### src/rtl/instr_fetch_unit_pkg.sv
// Shared constants and fetch-state encoding for the SCRISC-16 instruction fetch unit.
// Latency: n/a (declarations only).
// Backpressure: n/a.
package instr_fetch_unit_pkg;

  localparam int          IFU_ADDR_W   = 16;
  localparam int          IFU_INSTR_W  = 16;
  localparam int          IFU_DEPTH    = 4;
  localparam logic [15:0] IFU_RESET_PC = 16'h0000;

  // IDLE: no request; REQ: request whose data will be kept;
  // DROP: request still outstanding whose data must be thrown away
  typedef enum logic [1:0] {
    FS_IDLE = 2'd0,
    FS_REQ  = 2'd1,
    FS_DROP = 2'd2
  } fetch_state_e;

endpackage

### src/rtl/instr_fetch_unit_fifo.sv
// Prefetch FIFO holding {pc, instr} entries; flush empties it and dominates push.
// Latency: push at edge N is visible at the head in cycle N+1.
// Backpressure: push while full or pop while empty is ignored; the caller reserves space.
module instr_fetch_unit_fifo #(
  parameter int W     = 32,
  parameter int DEPTH = 4,
  parameter int CW    = $clog2(DEPTH + 1)
) (
  input  logic          clk,
  input  logic          reset,
  input  logic          push,
  input  logic [W-1:0]  push_dat,
  input  logic          pop,
  input  logic          flush,
  output logic [CW-1:0] count,
  output logic [CW-1:0] count_nxt,
  output logic [W-1:0]  head_dat
);

  localparam int            AW       = $clog2(DEPTH);
  localparam logic [AW-1:0] PTR_ONE  = AW'(1);
  localparam logic [CW-1:0] FULL_CNT = CW'(DEPTH);

  logic [W-1:0]  mem_q [DEPTH];
  logic [AW-1:0] rd_ptr_q, rd_ptr_d;
  logic [AW-1:0] wr_ptr_q, wr_ptr_d;
  logic [CW-1:0] count_q, count_d;
  logic          do_push, do_pop;

  assign do_pop    = pop && (count_q != '0) && !flush;
  assign do_push   = push && !flush && ((count_q != FULL_CNT) || do_pop);
  assign count     = count_q;
  assign count_nxt = count_d;
  assign head_dat  = mem_q[rd_ptr_q];

  // Next pointers and occupancy; a flush keeps the read pointer so the head value holds
  always_comb begin
    rd_ptr_d = rd_ptr_q;
    wr_ptr_d = wr_ptr_q;
    count_d  = count_q;
    if (flush) begin
      wr_ptr_d = rd_ptr_q;
      count_d  = '0;
    end else begin
      if (do_pop)  rd_ptr_d = rd_ptr_q + PTR_ONE;
      if (do_push) wr_ptr_d = wr_ptr_q + PTR_ONE;
      count_d = count_q + CW'(do_push) - CW'(do_pop);
    end
  end

  // Storage and pointer registers
  always_ff @(posedge clk) begin
    if (reset) begin
      rd_ptr_q <= '0;
      wr_ptr_q <= '0;
      count_q  <= '0;
      for (int i = 0; i < DEPTH; i++) mem_q[i] <= '0;
    end else begin
      rd_ptr_q <= rd_ptr_d;
      wr_ptr_q <= wr_ptr_d;
      count_q  <= count_d;
      if (do_push) mem_q[wr_ptr_q] <= push_dat;
    end
  end

endmodule

### src/rtl/instr_fetch_unit.sv
// SCRISC-16 fetch stage: req/ack fetches into a prefetch FIFO, valid/ready towards the datapath.
// Latency: imem_ack at edge N gives instr_valid in cycle N+1; 1 instr/cycle with single-cycle acks.
// Backpressure: a request is only issued with a FIFO slot reserved; redirect flushes and refetches.
module instr_fetch_unit
  import instr_fetch_unit_pkg::*;
#(
  parameter int                ADDR_W   = IFU_ADDR_W,
  parameter int                INSTR_W  = IFU_INSTR_W,
  parameter int                DEPTH    = IFU_DEPTH,
  parameter logic [ADDR_W-1:0] RESET_PC = ADDR_W'(IFU_RESET_PC)
) (
  input  logic               clk,
  input  logic               reset,
  output logic               imem_req,
  output logic [ADDR_W-1:0]  imem_addr,
  input  logic               imem_ack,
  input  logic [INSTR_W-1:0] imem_rdata,
  output logic               instr_valid,
  output logic [INSTR_W-1:0] instr,
  output logic [ADDR_W-1:0]  instr_pc,
  input  logic               instr_ready,
  input  logic               redirect,
  input  logic [ADDR_W-1:0]  redirect_pc
);

  localparam int                CW         = $clog2(DEPTH + 1);
  localparam int                EW         = ADDR_W + INSTR_W;
  localparam logic [CW-1:0]     FULL_CNT   = CW'(DEPTH);
  localparam logic [ADDR_W-1:0] PC_STEP    = ADDR_W'(2);
  localparam logic [ADDR_W-1:0] ALIGN_MASK = ~ADDR_W'(1);

  fetch_state_e      state_q, state_d;
  logic [ADDR_W-1:0] fetch_pc_q, fetch_pc_d;
  logic [ADDR_W-1:0] imem_addr_q, imem_addr_d;
  logic              imem_req_q, imem_req_d;
  logic [CW-1:0]     count, count_nxt;
  logic              push, pop;
  logic [EW-1:0]     push_dat, head_dat;

  // Only an ack for a keepable request is pushed; redirect discards same-cycle data
  assign push     = (state_q == FS_REQ) && imem_ack && !redirect;
  assign pop      = instr_valid && instr_ready;
  assign push_dat = {fetch_pc_q, imem_rdata};

  assign instr_valid         = (count != '0);
  assign {instr_pc, instr}   = head_dat;
  assign imem_req            = imem_req_q;
  assign imem_addr           = imem_addr_q;

  instr_fetch_unit_fifo #(
    .W     (EW),
    .DEPTH (DEPTH),
    .CW    (CW)
  ) u_fifo (
    .clk       (clk),
    .reset     (reset),
    .push      (push),
    .push_dat  (push_dat),
    .pop       (pop),
    .flush     (redirect),
    .count     (count),
    .count_nxt (count_nxt),
    .head_dat  (head_dat)
  );

  // Next fetch PC, state and registered request outputs
  always_comb begin
    state_d    = state_q;
    fetch_pc_d = fetch_pc_q;
    if (redirect) begin
      fetch_pc_d = redirect_pc & ALIGN_MASK;
    end else if (push) begin
      fetch_pc_d = fetch_pc_q + PC_STEP;
    end

    case (state_q)
      FS_IDLE: begin
        // a redirect flushes, so count_nxt is zero and fetch restarts
        if (count_nxt < FULL_CNT) state_d = FS_REQ;
      end
      FS_REQ: begin
        if (redirect) begin
          state_d = imem_ack ? FS_REQ : FS_DROP;
        end else if (imem_ack) begin
          // only keep requesting while the next entry has a guaranteed slot
          state_d = (count_nxt < FULL_CNT) ? FS_REQ : FS_IDLE;
        end
      end
      FS_DROP: begin
        // the stale request completes; the FIFO is empty so a slot is free
        if (imem_ack) state_d = FS_REQ;
      end
      default: state_d = FS_IDLE;
    endcase

    imem_req_d  = (state_d != FS_IDLE);
    // the memory must see a stable address until the stale request is acked
    imem_addr_d = (state_d == FS_DROP) ? imem_addr_q : fetch_pc_d;
  end

  // Fetch state, PC and the memory-side output registers
  always_ff @(posedge clk) begin
    if (reset) begin
      state_q     <= FS_IDLE;
      fetch_pc_q  <= RESET_PC;
      imem_req_q  <= 1'b0;
      imem_addr_q <= RESET_PC;
    end else begin
      state_q     <= state_d;
      fetch_pc_q  <= fetch_pc_d;
      imem_req_q  <= imem_req_d;
      imem_addr_q <= imem_addr_d;
    end
  end

endmodule

### config.mk
export PLATFORM = sky130hd
export DESIGN_NAME = instr_fetch_unit
export DESIGN_NICKNAME = d
export VERILOG_FILES = /design/src/rtl/instr_fetch_unit_pkg.sv /design/src/rtl/instr_fetch_unit_fifo.sv /design/src/rtl/instr_fetch_unit.sv
export SDC_FILE = /design/constraint.sdc
export NUM_CORES = 1
export LEC_CHECK = 0
export CELL_PAD_IN_SITES_DETAIL_PLACEMENT = 0
export CELL_PAD_IN_SITES_GLOBAL_PLACEMENT = 2
export CORE_UTILIZATION = 35
export DETAILED_ROUTE_END_ITERATION = 10
export PLACE_DENSITY_LB_ADDON = 0.1
export SLEW_MARGIN = 30
export SYNTH_ARGS = -nofsm -noshare
export SYNTH_HDL_FRONTEND = slang
export SYNTH_SLANG_ARGS = --single-unit
export TNS_END_PERCENT = 100
### constraint.sdc
create_clock -name clk -period 3.73 [get_ports clk]
set_input_delay 0.5595 -clock clk [delete_from_list [all_inputs] [get_ports clk]]
set_output_delay 0.5595 -clock clk [all_outputs]
set_load 0.01 [all_outputs]
==> results_dict.tcl, run 1 <==
set metrics [dict create \
    place_congestion 0.707 \
    grt_usage_pct 16.5 \
    worstMarginPinSlew_ns 0.527 \
    viasPerCell 4.89 \
    max-cap-violations 0 \
    antenna_found_initial 0 \
    arrival_ns 2.44 \
    total_power_mw 4.24 \
    synth_cell_types 53 \
    drive_gt1_share_pct 15.9 \
    die_area_sq_um 22500 \
    ioPinCount 87 \
    io_buffers 85 \
    die_y_um 150 \
    wl_um 17600 \
    slew_headroom_pct 64.9 \
    cp-start-kind "flip-flop" \
    post_cts_buffers 0 \
    period_minus_slack_ns 3.00 \
    finalCritPeriodShare_pct 80.3 \
    ir_drop_v 0.000240 \
    clk_latency_ns 0.43 \
    cp-end-kind "output port" \
    cts_buffers 17 \
    setup_tns_ns 0 \
    powerDensity_nw_per_um2 449 \
    cts_buffer_depth 2 \
    cts_max_level 4 \
    finalMaxSlewViolations 0 \
    die_w_um 150 \
    holdWs_ns 0.469 \
    drt_iter0_drc 258 \
    ant_nets 0 \
    clock_sinks 172 \
    ys_seq_area_share_pct 61.6 \
    start_util_pct 36.1 \
    worstPathRequired_ns 3.17 \
    dr_total_vias 4556 \
    worstSetupPathType "flip-flop to output port" \
    synth_warnings 0 \
    antenna_cells 0 \
    hold_buffers 0 \
    rsz0062_at_grt "false" \
    fmax_mhz 334 \
    post-route-drc-count 0 \
    status "completed" \
    synth_cells 553 \
    cts_tree "built" \
    grt_max_degree 38 \
    ys_ff_latch 172 \
    finalNonFillerCells 931 \
    grt_pass1_wl_um 26800 \
    postSynth.asyncResetShare_pct 0 \
    synth_nets 594 \
    syn-cell-area_sq_um 7670 \
    synth_edf_count 128 \
    grt_pass1_vias 4635 \
    min_path_type "flip-flop to flip-flop" \
    drtPass1Iterations 4 \
    leakage_nw 3.44 \
    cts_root_buffer "clkbuf_16" \
    grt_overflow_total 0 \
    hold_viol_final 0 \
    finalSetupViolCount 0 \
    dpl.hpwl_um 11000 \
    dp_cells 899 \
    post_drt_wl_per_cell_um 18.9 \
    clk_pin_slew_worst_paths_ns 0.07 \
    cts.repair.resized 0 \
    avgSynthCellArea_sq_um 13.9 \
    fin_worst_skew_ns 0.0129 \
    crit_fanout 20 \
    synth_flop_cell "edfxtp_1" \
    syn_to_final_growth_pct 23.0 \
    mostFrequentLayoutCells "and2_1 (128), edfxtp_1 (128), clkdlybuf4s50_1 (84)" \
    core-area_sq_um 21300 \
    layout.nets 684 \
    rows 53 \
]
kinds of logic (layout without fill, tap and decap cells):
| kind of cell | Yosys count | count (layout) | synth area share [%] |
|---|---|---|---|
| AO/OA/AOI/OAI | 37 | 37 | 3.51 |
| XOR/XNOR | 18 | 18 | 2.05 |
| adder cells (fa/ha/maj) | 4 | 4 | 0.750 |
| buffers and inverters | 46 | 149 | 3.11 |
| flip-flops | 172 | 172 | 61.6 |
| multiplexers | 41 | 41 | 10.6 |
| AND/OR/NAND/NOR | 235 | 235 | 18.4 |
per-layer routing:
metal  vias up  global-route usage, %  routed length [um]
met5         -                      0                   0
met4         0                   5.40                 203
met3        15                   3.26                 620
met2        90                   28.1                8870
met1      2265                   21.1                7900
li1       2186                      -                   -
synth_stat cells (all sizes together), types with 3 or more instances:
cell type	number	area, sq um
a211oi	3	27.5
a21oi	12	60.1
and2	128	801
and3	4	25.0
buf	18	129
clkbuf	18	72.6
dfxtp	44	881
edfxtp	128	3840
ha	3	37.5
inv	9	33.8
mux2i	7	70.1
mux4	32	721
nand2	17	63.8
nand3	7	35.0
nand3b	9	67.6
nor2	36	135
nor2b	3	18.8
nor3	12	82.6
nor4	7	65.1
o21ai	7	35.0
o31ai	3	32.5
o41ai	5	51.3
or2	3	18.8
xnor2	5	43.8
xor2	13	114
cell type report:
class,count,area [sq um]
Fill cell,1945,11800
Sequential cell,172,4730
Multi-Input combinational cell,335,2720
Timing Repair Buffer,107,1050
Clock buffer,25,518
Tap cell,275,344
Clock inverter,7,48.8
Inverter,10,37.5
final timing paths:
| check | start | end | slack [ns] | depth (start not counted) |
|---|---|---|---|---|
| worst min-delay path | imem_addr[9]$_SDFFE_PP0P_ | imem_addr[9]$_SDFFE_PP0P_ | 0.47 | 2 |
| worst max-delay path | flip-flop | instr_pc[4] | 0.73 | 3 |
| worst max register to register | u_fifo.count[2]$_SDFF_PP0_ | imem_req$_SDFF_PP0_ | 0.89 | 11 |
| worst min register to register | imem_addr[9]$_SDFFE_PP0P_ | imem_addr[9]$_SDFFE_PP0P_ | 0.47 | 2 |
stage by stage:
stage / util [%] / setup slack (ns) / area [sq um]
floorplan: - / 0.911 / 7670
global placement: 41.7 / 0.379 / 8880
detailed placement: 41.7 / 0.373 / 8880
CTS: 44.4 / 0.639 / 9440
global route: 44.4 / 0.572 / 9440
finish: 44.4 / 0.734 / 9440
state kept, by name (all words and copies together) (netlist names), named ones only:
signal	flops
u_fifo.mem_q	128
u_fifo.count	3
imem_req	1
imem_addr	16
u_fifo.rd_ptr_q	2
fetch_pc_q	16
u_fifo.wr_ptr_q	2
state_q	2
worst max-delay path: stages (launching register included):
cell,delay [ns]
dfxtp_2,0.66
buf_12,0.28
mux4_2,0.56
clkdlybuf4s50_1,0.51
where the power goes:
| part | switching [mW] | internal, mW | leakage, nW |
|---|---|---|---|
| Sequential | 0.0542 | 2.14 | 1.69 |
| Combinational | 0.162 | 0.175 | 1.48 |
| Clock | 0.741 | 0.973 | 0.277 |
(Power assumes the default switching activity.)
==> run 2: changes to the inputs <==
Clock period 3.73 ns to 2.9 ns, I/O delays scaled along.
==> run 2 against run 1 <==
Against the previous run:
- sequential power grew 29%
- non-clock buffer count grew 10
- hold slack lost 0.11 ns
- final area grew 1.8%
- core utilization grew 0.79 points
- critical path depth grew 8
- register-to-register slack lost 0.81 ns
- worst setup slack lost 0.65 ns
- critical path type is now flip-flop to flip-flop
- largest cell class unchanged
- largest power group unchanged
- highest routed layer unchanged
==> results_dict.tcl, run 2 (synthesis results as in run 1) <==
set metrics [dict create \
    status "completed" \
    antenna_found_initial 1 \
    viasPerCell 4.89 \
    hold_end "u_fifo.rd_ptr_q[0]$_SDFFE_PP0P_" \
    grt_pass1_wl_um 27700 \
    core-area_sq_um 21300 \
    cts_buffer_depth 2 \
    fmax_mhz 355 \
    finalMaxSlewViolations 0 \
    fin_worst_skew_ns 0.0151 \
    finalSetupViolCount 0 \
    arrival_ns 3.21 \
    comb_power_share_pct 8.5 \
    clock_sinks 172 \
    cp-start-kind "flip-flop" \
    regToRegStartpoint "u_fifo.count[1]$_SDFF_PP0_" \
    slew_headroom_pct 63.2 \
    die_w_um 150 \
    largest_reg_flops 128 \
    die_y_um 150 \
    setup_slack_ns 0.0802 \
    switching_share_pct 23.2 \
    hold_viol_final 0 \
    ff2ff_setup_slack_ns 0.08 \
    wl_um 17900 \
    syn_to_final_growth_pct 25.2 \
    powerDensity_nw_per_um2 565 \
    seqPwrFrac_pct 51.9 \
    io_buffers 85 \
    total_power_mw 5.43 \
    max-cap-violations 0 \
    clk_latency_ns 0.43 \
    dpl.hpwl_um 11300 \
    worstSetupPathType "flip-flop to flip-flop" \
    grt_overflow_total 0 \
    mostFrequentLayoutCells "and2_1 (128), edfxtp_1 (128), clkdlybuf4s50_1 (84)" \
    grt_usage_pct 17.1 \
    ioPinCount 87 \
    dr_total_vias 4603 \
    ir_drop_v 0.000384 \
    finalCritPeriodShare_pct 97.2 \
    worstRegToRegCells 11 \
    antenna_cells 0 \
    p_int_mw 4.17 \
    cts_max_level 4 \
    hold_depth 2 \
    cts_root_buffer "clkbuf_16" \
    min_path_type "input port to flip-flop" \
    ant_nets 0 \
    worstMarginPinSlew_ns 0.552 \
    grt_max_degree 41 \
    largest_register "u_fifo.mem_q" \
    cts_tree "built" \
    p_sw_mw 1.26 \
    rows 53 \
    post-route-drc-count 0 \
    drive_gt1_share_pct 18.6 \
    drt_iter0_drc 261 \
    leakage_nw 3.51 \
    layout.nets 694 \
    post_drt_wl_per_cell_um 19.1 \
    cts_buffers 17 \
    period_minus_slack_ns 2.82 \
    crit_fanout 4 \
    grt_pass1_vias 4834 \
    fin_util_pct 45.1 \
    pre_cts_ws_ns -0.247 \
    worstPathRequired_ns 3.29 \
    clk_pin_slew_worst_paths_ns 0.07 \
    r2r-end "imem_req$_SDFF_PP0_" \
    start_util_pct 36.1 \
    cp-end-kind "flip-flop" \
    hp-start "reset" \
    clock_power_share_pct 39.7 \
    drtPass1Iterations 4 \
    place_congestion 0.738 \
    die_area_sq_um 22500 \
]
## run 2: cell count changes in the layout (fill, tap and decap cells not counted), sizes merged
cell      previous run  this run
clkinvlp             1         3
bufinv               0         1
clkbuf              25        18
inv                 13        12
clkinv               3         8
buf                 23        33
## run 2: routing by layer
layer  GRT usage, %  wire length, um
met1           22.2             8250
met2           28.3             8870
met3           3.51              627
met4           5.91              186
met5              0                0
## run 2: metrics by stage
| step | std cells | instance area (sq um) | hold WS [ns] | TNS (ns) |
|---|---|---|---|---|
| after global placement | 907 | 9010 | 0.449 | -0.396 |
| after floorplan | 553 | 7670 | 0.458 | 0 |
| after global routing | 941 | 9610 | 0.361 | -0.0310 |
| after CTS | 939 | 9560 | 0.350 | 0 |
| after detailed placement | 907 | 9010 | 0.455 | -0.397 |
| final | 941 | 9610 | 0.363 | 0 |
## run 2: timing repair
| action | in CTS | in global routing |
|---|---|---|
| endpoints found under the setup margin | 0 | 2 |
| setup buffers | 0 | 2 |
| resized for setup | 0 | 11 |
| hold buffers | 0 | 0 |
## run 2: final cells by class
cell class | instances | area (sq um)
tap | 275 | 344
sequential | 172 | 4730
multi-input combinational | 335 | 2750
timing repair buffer | 117 | 1200
clock buffer | 18 | 429
fill | 1939 | 11700
clock inverter | 14 | 119
inverter | 10 | 37.5
## run 2: power groups by stage
| stage | Sequential, mW | Combinational, mW | Clock, mW |
|---|---|---|---|
| after floorplan | 2.85 | 0.221 | 0 |
| after global placement | 2.87 | 0.462 | 0 |
| after detailed placement | 2.87 | 0.464 | 0 |
| after CTS | 2.82 | 0.465 | 2.22 |
| after global routing | 2.83 | 0.500 | 2.31 |
| final | 2.82 | 0.459 | 2.16 |
## run 2: how the worst max path moves through the flow
stage,from,end,slack [ns],depth (start not counted)
after detailed placement,redirect,imem_req$_SDFF_PP0_,-0.25,12
after global routing,u_fifo.count[1]$_SDFF_PP0_,imem_req$_SDFF_PP0_,-0.03,11
final,u_fifo.count[1]$_SDFF_PP0_,imem_req$_SDFF_PP0_,0.08,11
after floorplan,u_fifo.count[2]$_SDFF_PP0_,imem_req$_SDFF_PP0_,0.18,11
after global placement,redirect,imem_req$_SDFF_PP0_,-0.24,12
after CTS,u_fifo.count[2]$_SDFF_PP0_,imem_req$_SDFF_PP0_,0.05,11
## run 2: worst max-delay path, cell delays in order (launching register included)
cell,delay (ns)
dfxtp_4,0.35
or3_4,0.37
and3_4,0.20
ha_1,0.27
inv_1,0.04
ha_2,0.18
fa_2,0.37
xnor2_2,0.14
xnor2_1,0.21
nor3_1,0.08
a2111oi_2,0.39
or2_4,0.18
